### src/rtl/rv_multicycle_ctrl.sv
// rv_multicycle_ctrl -- multi-cycle control FSM for an RV32I core.
// It sequences FETCH / DECODE / EXEC / MEM / WB over a shared datapath with a
// single memory port, decodes the IR opcode into datapath selects and write
// enables, and counts retired instructions.
// Ports:
//   clk, rst_n            core clock, asynchronous active-low reset
//   opcode                IR[6:0] of the latched instruction
//   br_taken              branch-compare result (sampled in EXEC)
//   mem_ready / mem_req   memory handshake; mem_we, mem_addr_sel qualify the request
//   ir_we, pc_we, pc_sel  IR latch, PC update and PC source select
//   imm_sel, alu_a_sel, alu_b_sel, reg_we, wb_sel   datapath controls
//   trap                  sticky: illegal opcode or memory timeout
//   instret               retired-instruction counter (wraps)
//   state_o               current FSM state, for debug
module rv_multicycle_ctrl #(
  parameter int unsigned CNT_W   = 32,
  parameter int unsigned MEM_TMO = 0
) (
  input  logic             clk,
  input  logic             rst_n,
  input  logic [6:0]       opcode,
  input  logic             br_taken,
  input  logic             mem_ready,
  output logic             mem_req,
  output logic             mem_we,
  output logic             mem_addr_sel,
  output logic             ir_we,
  output logic             pc_we,
  output logic [1:0]       pc_sel,
  output logic [2:0]       imm_sel,
  output logic             alu_a_sel,
  output logic             alu_b_sel,
  output logic             reg_we,
  output logic [1:0]       wb_sel,
  output logic             trap,
  output logic [CNT_W-1:0] instret,
  output logic [2:0]       state_o
);

  typedef enum logic [2:0] {
    S_FETCH  = 3'd0,
    S_DECODE = 3'd1,
    S_EXEC   = 3'd2,
    S_MEM    = 3'd3,
    S_WB     = 3'd4,
    S_TRAP   = 3'd5
  } state_e;

  localparam logic [6:0] OP_LOAD   = 7'b0000011;
  localparam logic [6:0] OP_IMM    = 7'b0010011;
  localparam logic [6:0] OP_JALR   = 7'b1100111;
  localparam logic [6:0] OP_STORE  = 7'b0100011;
  localparam logic [6:0] OP_BRANCH = 7'b1100011;
  localparam logic [6:0] OP_LUI    = 7'b0110111;
  localparam logic [6:0] OP_JAL    = 7'b1101111;

  localparam bit          TMO_EN   = (MEM_TMO != 0);
  localparam int unsigned TMO_W    = (MEM_TMO > 1) ? $clog2(MEM_TMO) + 1 : 1;
  localparam logic [TMO_W-1:0] TMO_LAST = TMO_EN ? TMO_W'(MEM_TMO - 1) : '0;

  state_e             state_q, state_d;
  logic [TMO_W-1:0]   tmo_q, tmo_d;
  logic               trap_q, trap_d;
  logic [CNT_W-1:0]   instret_q, instret_d;

  logic [2:0]         imm_dec;
  logic               legal;

  always_comb begin
    legal   = 1'b1;
    imm_dec = 3'd0;
    case (opcode)
      OP_LOAD, OP_IMM, OP_JALR: imm_dec = 3'd0;
      OP_STORE:                 imm_dec = 3'd1;
      OP_BRANCH:                imm_dec = 3'd2;
      OP_LUI:                   imm_dec = 3'd3;
      OP_JAL:                   imm_dec = 3'd4;
      default:                  legal   = 1'b0;
    endcase
  end

  always_comb begin
    state_d      = state_q;
    tmo_d        = '0;
    mem_req      = 1'b0;
    mem_we       = 1'b0;
    mem_addr_sel = 1'b0;
    ir_we        = 1'b0;
    pc_we        = 1'b0;
    pc_sel       = 2'd0;
    imm_sel      = 3'd0;
    alu_a_sel    = 1'b0;
    alu_b_sel    = 1'b0;
    reg_we       = 1'b0;
    wb_sel       = 2'd0;

    case (state_q)
      S_FETCH: begin
        mem_req = 1'b1;
        if (mem_ready) begin
          ir_we   = 1'b1;
          pc_we   = 1'b1;
          state_d = S_DECODE;
        end else if (TMO_EN && tmo_q == TMO_LAST) begin
          state_d = S_TRAP;
        end else begin
          tmo_d = tmo_q + 1'b1;
        end
      end
      S_DECODE: begin
        imm_sel = imm_dec;
        state_d = legal ? S_EXEC : S_TRAP;
      end
      S_EXEC: begin
        imm_sel = imm_dec;
        case (opcode)
          OP_IMM, OP_LUI: begin
            alu_b_sel = 1'b1;
            state_d   = S_WB;
          end
          OP_LOAD, OP_STORE: begin
            alu_b_sel = 1'b1;
            state_d   = S_MEM;
          end
          OP_BRANCH: begin
            if (br_taken) begin
              pc_we  = 1'b1;
              pc_sel = 2'd1;
            end
            state_d = S_FETCH;
          end
          OP_JAL: begin
            // Target is old PC + J-immediate.
            alu_a_sel = 1'b1;
            alu_b_sel = 1'b1;
            pc_we     = 1'b1;
            pc_sel    = 2'd1;
            reg_we    = 1'b1;
            wb_sel    = 2'd2;
            state_d   = S_FETCH;
          end
          OP_JALR: begin
            alu_b_sel = 1'b1;
            pc_we     = 1'b1;
            pc_sel    = 2'd2;
            reg_we    = 1'b1;
            wb_sel    = 2'd2;
            state_d   = S_FETCH;
          end
          default: state_d = S_TRAP;
        endcase
      end
      S_MEM: begin
        imm_sel      = imm_dec;
        mem_req      = 1'b1;
        mem_addr_sel = 1'b1;
        mem_we       = (opcode == OP_STORE);
        if (mem_ready) begin
          state_d = (opcode == OP_STORE) ? S_FETCH : S_WB;
        end else if (TMO_EN && tmo_q == TMO_LAST) begin
          state_d = S_TRAP;
        end else begin
          tmo_d = tmo_q + 1'b1;
        end
      end
      S_WB: begin
        imm_sel = imm_dec;
        reg_we  = 1'b1;
        wb_sel  = (opcode == OP_LOAD) ? 2'd1 : 2'd0;
        state_d = S_FETCH;
      end
      S_TRAP:  state_d = S_TRAP;
      default: state_d = S_TRAP;
    endcase

    // Reset state is FETCH, whose decode would raise mem_req; gate every
    // control output so an asserted reset drops the request at once.
    if (!rst_n) begin
      mem_req      = 1'b0;
      mem_we       = 1'b0;
      mem_addr_sel = 1'b0;
      ir_we        = 1'b0;
      pc_we        = 1'b0;
      pc_sel       = 2'd0;
      imm_sel      = 3'd0;
      alu_a_sel    = 1'b0;
      alu_b_sel    = 1'b0;
      reg_we       = 1'b0;
      wb_sel       = 2'd0;
    end
  end

  always_comb begin
    trap_d    = trap_q | (state_d == S_TRAP);
    instret_d = instret_q;
    if (state_d == S_FETCH && state_q != S_FETCH) begin
      instret_d = instret_q + CNT_W'(1);
    end
  end

  always_ff @(posedge clk or negedge rst_n) begin
    if (!rst_n) begin
      state_q   <= S_FETCH;
      tmo_q     <= '0;
      trap_q    <= 1'b0;
      instret_q <= '0;
    end else begin
      state_q   <= state_d;
      tmo_q     <= tmo_d;
      trap_q    <= trap_d;
      instret_q <= instret_d;
    end
  end

  assign trap    = trap_q;
  assign instret = instret_q;
  assign state_o = state_q;

endmodule

### config.mk
export PLATFORM = sky130hd
export DESIGN_NAME = rv_multicycle_ctrl
export DESIGN_NICKNAME = d
export VERILOG_FILES = /design/src/rtl/rv_multicycle_ctrl.sv
export SDC_FILE = /design/constraint.sdc
export NUM_CORES = 1
export LEC_CHECK = 0
export ABC_AREA = 1
export CORE_MARGIN = 4
export CORE_UTILIZATION = 50
export DETAILED_ROUTE_END_ITERATION = 10
export HOLD_SLACK_MARGIN = 0.08
export PLACE_DENSITY = 0.8
export SLEW_MARGIN = 20
export SYNTH_ARGS = -nofsm -noshare
export SYNTH_HDL_FRONTEND = slang
export SYNTH_SLANG_ARGS = --single-unit
### constraint.sdc
create_clock -name clk -period 2.24 [get_ports clk]
set_input_delay 0.448 -clock clk [delete_from_list [all_inputs] [get_ports clk]]
set_output_delay 0.448 -clock clk [all_outputs]
set_load 0.05 [all_outputs]
# Yosys cells after proc, flatten, opt, wreduce, memory -nomap -nowiden
# Index checks and enable logic that the tools add are counted.
# totals
reg_bits,36
out_inout_bits,51
word_cells,69
# classes
addsub,1
eq_ne,12
muxes,40
bitwise_logic,1
reduce_logical,12
# ops
cell,count
$add A32 B1 Y32 const B,1
$mux W1,22
$eq A7 B7 Y1 const B,3
$mux W3,6
$pmux W3 S5,1
$eq A7 B6 Y1 const B,2
$pmux W3 S4,1
$pmux W3 S3,1
$mux W2,4
$reduce_or A2 Y1,4
$eq A7 B2 Y1 const B,1
$eq A7 B5 Y1 const B,1
$reduce_or A7 Y1,1
$eq A3 B2 Y1 const B,2
$eq A3 B3 Y1 const B,2
$logic_not A3 Y1,2
$pmux W1 S2,3
$pmux W2 S3,1
$reduce_or A6 Y1,1
$pmux W2 S2,1
$reduce_or A4 Y1,1
$eq A3 B1 Y1 const B,1
$reduce_bool A3 Y1,1
$reduce_or A3 Y1,1
other kinds (2),2

# Logic depth before layout (Yosys ltp)
# logic_depth
ltp_word,7
depth_mapped,14

# Worst setup path before layout
# OpenSTA, ideal clock, no wires.
# synth_path
kind,reg2out
startpoint,register state_q[1] (netlist: state_o[1])
endpoint,output port wb_sel[0]
arrival_time_ps,2453
path_slack_ps,-661
path_stages_with_launch,4
n_path_buf,0
cell_sequence,dfrtp_1 nor2_1 nand2_1 nor4_1
# synth_between
elab_chain_cells,3
# synth_rtl
item,line,text
from (decl),61,"state_e state_q, state_d;"
from (signal assigned),208,state_q <= state_d;
$eq A3 B3 Y1 / $eq A3 B2 Y1 (equally long branches),97,case (state_q)
$pmux W2 S2 *,97,
$mux W2 *,178,if (!rst_n) begin
to (decl),34,"output logic [1:0] wb_sel,"
# Every way passes the cells marked *; elsewhere a longest branch is shown, timed or not.

# Worst setup path after layout
# layout_path
startpoint,input port opcode[4]
endpoint,output port alu_b_sel
# layout_between
elab_chain_cells,5
# layout_rtl
item,line,text
from (decl),21,"input logic [6:0] opcode,"
$eq A7 B6 Y1 (tied with other cells),116,case (opcode)
$reduce_or A6 Y1 (no source line) *,--,
$mux W1 *,116,
$mux W1 *,97,
$mux W1 *,178,
to (decl),32,"output logic alu_b_sel,"
# Marked as above.

==> results.py <==
metrics = {
    "grt": {
        "grt_max_degree": 38,
        "grt_overflow": 0,
        "antenna_found_initial": 0,
        "grt_pass1_vias": 2887,
        "grt_pass1_wl_mm": 12.8,
        "grt_usage_pct": 25.1,
    },
    "timing": {
        "setup_ws_ps": 47.5,
        "tns_ps": 0,
        "drv_slew": 0,
        "whs_ps": 280,
        "max_freq_mhz": 456,
        "finalHoldViolCount": 0,
        "maxSlewHeadroom_pct": 66.0,
        "setup-violations-final": 0,
        "min_period_ps": 2190,
        "clock_skew_ps": 6.99,
        "period_share_pct": 97.9,
        "worstMarginPinSlew_ps": 508,
    },
    "die": {
        "rows": 25,
        "die_y_um": 79.9,
        "ioPinCount": 62,
        "dieWidth_um": 79.9,
        "core_area_um2": 4850,
        "die_area_um2": 6380,
        "start_util_pct": 53.2,
    },
    "critical_path": {
        "worstPathMaxFanout": 6,
        "regToRegStartpoint": "instret[2]",
        "path_class": "input port to primary output",
        "start_kind": "input port",
        "setup.worst_path.end": "alu_b_sel",
        "r2r_end": "instret[29]",
        "setup.worst_path.end_class": "primary output",
        "required_ps": 1790,
        "reg2regPathDepth": 11,
        "setup.worst_path.start": "opcode[4]",
        "worstPathArrival_ps": 1740,
        "reg2reg_setup_slack_ps": 280,
    },
    "yosys": {
        "synth_cell_types": 25,
        "synthTopCellsByArea": "dfrtp_1, nand2_1, nand4_1",
        "yosysSeqAreaShare_pct": 34.9,
        "ys_seq_elements": 36,
        "yosysTopAreaCell": "dfrtp_1",
        "yosysMostFrequentCell": "nand2_1",
        "yosysWarnings": 0,
        "syn_nets": 410,
        "ys_top_cells_by_count": "nand2_1, inv_1, nand3_1",
        "syn_inst": 398,
        "synth_area_per_cell_um2": 6.49,
        "syn_area_um2": 2580,
        "async_flop_share_pct": 100,
        "synth_top_cell_area_share_pct": 34.9,
        "synth_enable_flop_cells": 0,
        "synth_ff_type": "dfrtp_1",
    },
    "clocking": {
        "clk_pin_slew_ps": 70,
        "cts_tree": "yes",
        "insertion_delay_ps": 290,
        "clock_sinks": 36,
        "clock_path_buffers": 2,
        "htreeDepth": 2,
        "cts-root-buf": "clkbuf_8",
        "hold_buffers": 0,
        "cts_made_buffers": 5,
    },
    "detailed_routing": {
        "dr_total_vias": 3024,
        "route.met3.wl_um": 539,
        "m1WireLength_mm": 3.36,
        "viasPerCell": 5.55,
        "wl_per_cell_um": 14.6,
        "drt-initial-drc-count": 298,
        "drc": 0,
        "top_layer": "met4",
        "drt-total-wl_mm": 7.96,
        "met2_length_mm": 3.89,
        "ant_nets": 0,
        "first_pass_iters": 5,
    },
    "run": {
        "max_cap_viol_count": 0,
    },
    "final_layout": {
        "synthToLayoutAreaGrowth_pct": 47.2,
        "drive_gt1_share_pct": 19.0,
        "n_antenna_cell": 0,
        "finish.net_count": 489,
    },
    "worst_hold_path": {
        "hold_path_class": "input port to asynchronous set/reset pin",
    },
    "placement": {
        "dp_slack_ps": -167,
        "gp_congestion": 0.873,
        "dp_hpwl_mm": 5.64,
        "port_buffers": 61,
    },
    "power": {
        "p_per_area_nw_per_um2": 882,
        "p_total_mw": 3.35,
        "leakagePower_nw": 1.70,
        "vdd_ir_drop_max_mv": 0.508,
    },
    "status": {
        "status": "complete, no violations",
    },
}
==> state kept, by name, summed over array words and instances, names as in the netlist <==
| register | count |
|---|---|
| instret | 32 |
| state_o | 3 |
| trap | 1 |
==> per-stage QoR <==
stage | area [um2] | instances | util (%)
after floorplan | 2620 | 398 | -
after global placement | 3540 | 533 | 73.1
after detailed placement | 3540 | 533 | 73.1
after CTS | 3700 | 542 | 76.2
after global routing | 3800 | 545 | 78.3
final | 3800 | 545 | 78.3
==> per-layer routing <==
metal	vias up	track usage, %
li1	1455	-
met1	1409	31.6
met2	143	42.6
met3	17	4.97
met4	0	8.95
met5	-	0
==> worst max-delay path, stage by stage <==
cell and delay [ps]:
dlygate4sd2_1 320, inv_2 100, nand3_2 130, nor2_4 190, buf_4 140, nor2_1 60
a21oi_2 200, buf_12 160
==> logic make-up after synthesis <==
kind of cell               Yosys count  synth area share, %
AOI/OAI and AO/OA                    7                 1.50
xor gates and xnor gates             4                 1.36
adders and majority gates            1                0.485
buffers and inverters               71                 12.0
DFF                                 36                 34.9
and+or+nand+nor                    279                 49.7
==> worst min path at each step <==
| stage | end | depth (start not counted) | slack, ps |
|---|---|---|---|
| floorplan | instret[0] | 0 | 150 |
| global placement | trap | 1 | 440 |
| detailed placement | trap | 1 | 490 |
| CTS | instret[25] | 2 | 280 |
| global route | state_o[0] | 2 | 320 |
| finish | state_o[0] | 2 | 280 |
==> cell type report <==
class / count / area (um2)
clock inverters: 2 / 35.0
inverters: 58 / 218
well taps: 67 / 83.8
multi-input cells: 291 / 1500
fillers: 347 / 1050
clock buffers: 6 / 72.6
flip-flops and latches: 36 / 902
repair buffers: 85 / 990
==> where the power goes <==
group | leakage (nW) | switching (mW) | total (mW) | internal [mW]
clock | 0.0552 | 0.241 | 0.571 | 0.330
sequential | 0.488 | 0.0967 | 0.810 | 0.714
combinational | 1.15 | 1.25 | 1.97 | 0.716
total | 1.70 | 1.59 | 3.35 | 1.76
==> cells in the final DEF, fill, tap and decap left out, types with 2 or more instances in the layout <==
master	instances
nand2_1	114
inv_1	49
nand3_1	43
nor2_1	38
clkdlybuf4s50_1	38
nand4_1	37
dfrtp_1	35
buf_4	20
buf_12	18
nor3_1	12
nor2_2	9
inv_2	8
nor2_4	6
nand2_2	5
clkbuf_8	5
dlygate4sd2_1	5
nand3_2	4
a21oi_2	3
nor4_1	3
xor2_1	3
nand2_4	2
nor3_4	2
dlymetal6s2s_1	2
==> repair_timing <==
item / 4_1_cts / 5_1_grt
setup buffers: 1 / 2
cloned: 0 / 1
gates resized for setup: 17 / 14
pin swaps: 4 / 4
setup endpoints to repair: 10 / 36
No activity file was read; power rests on OpenSTA's default activity.
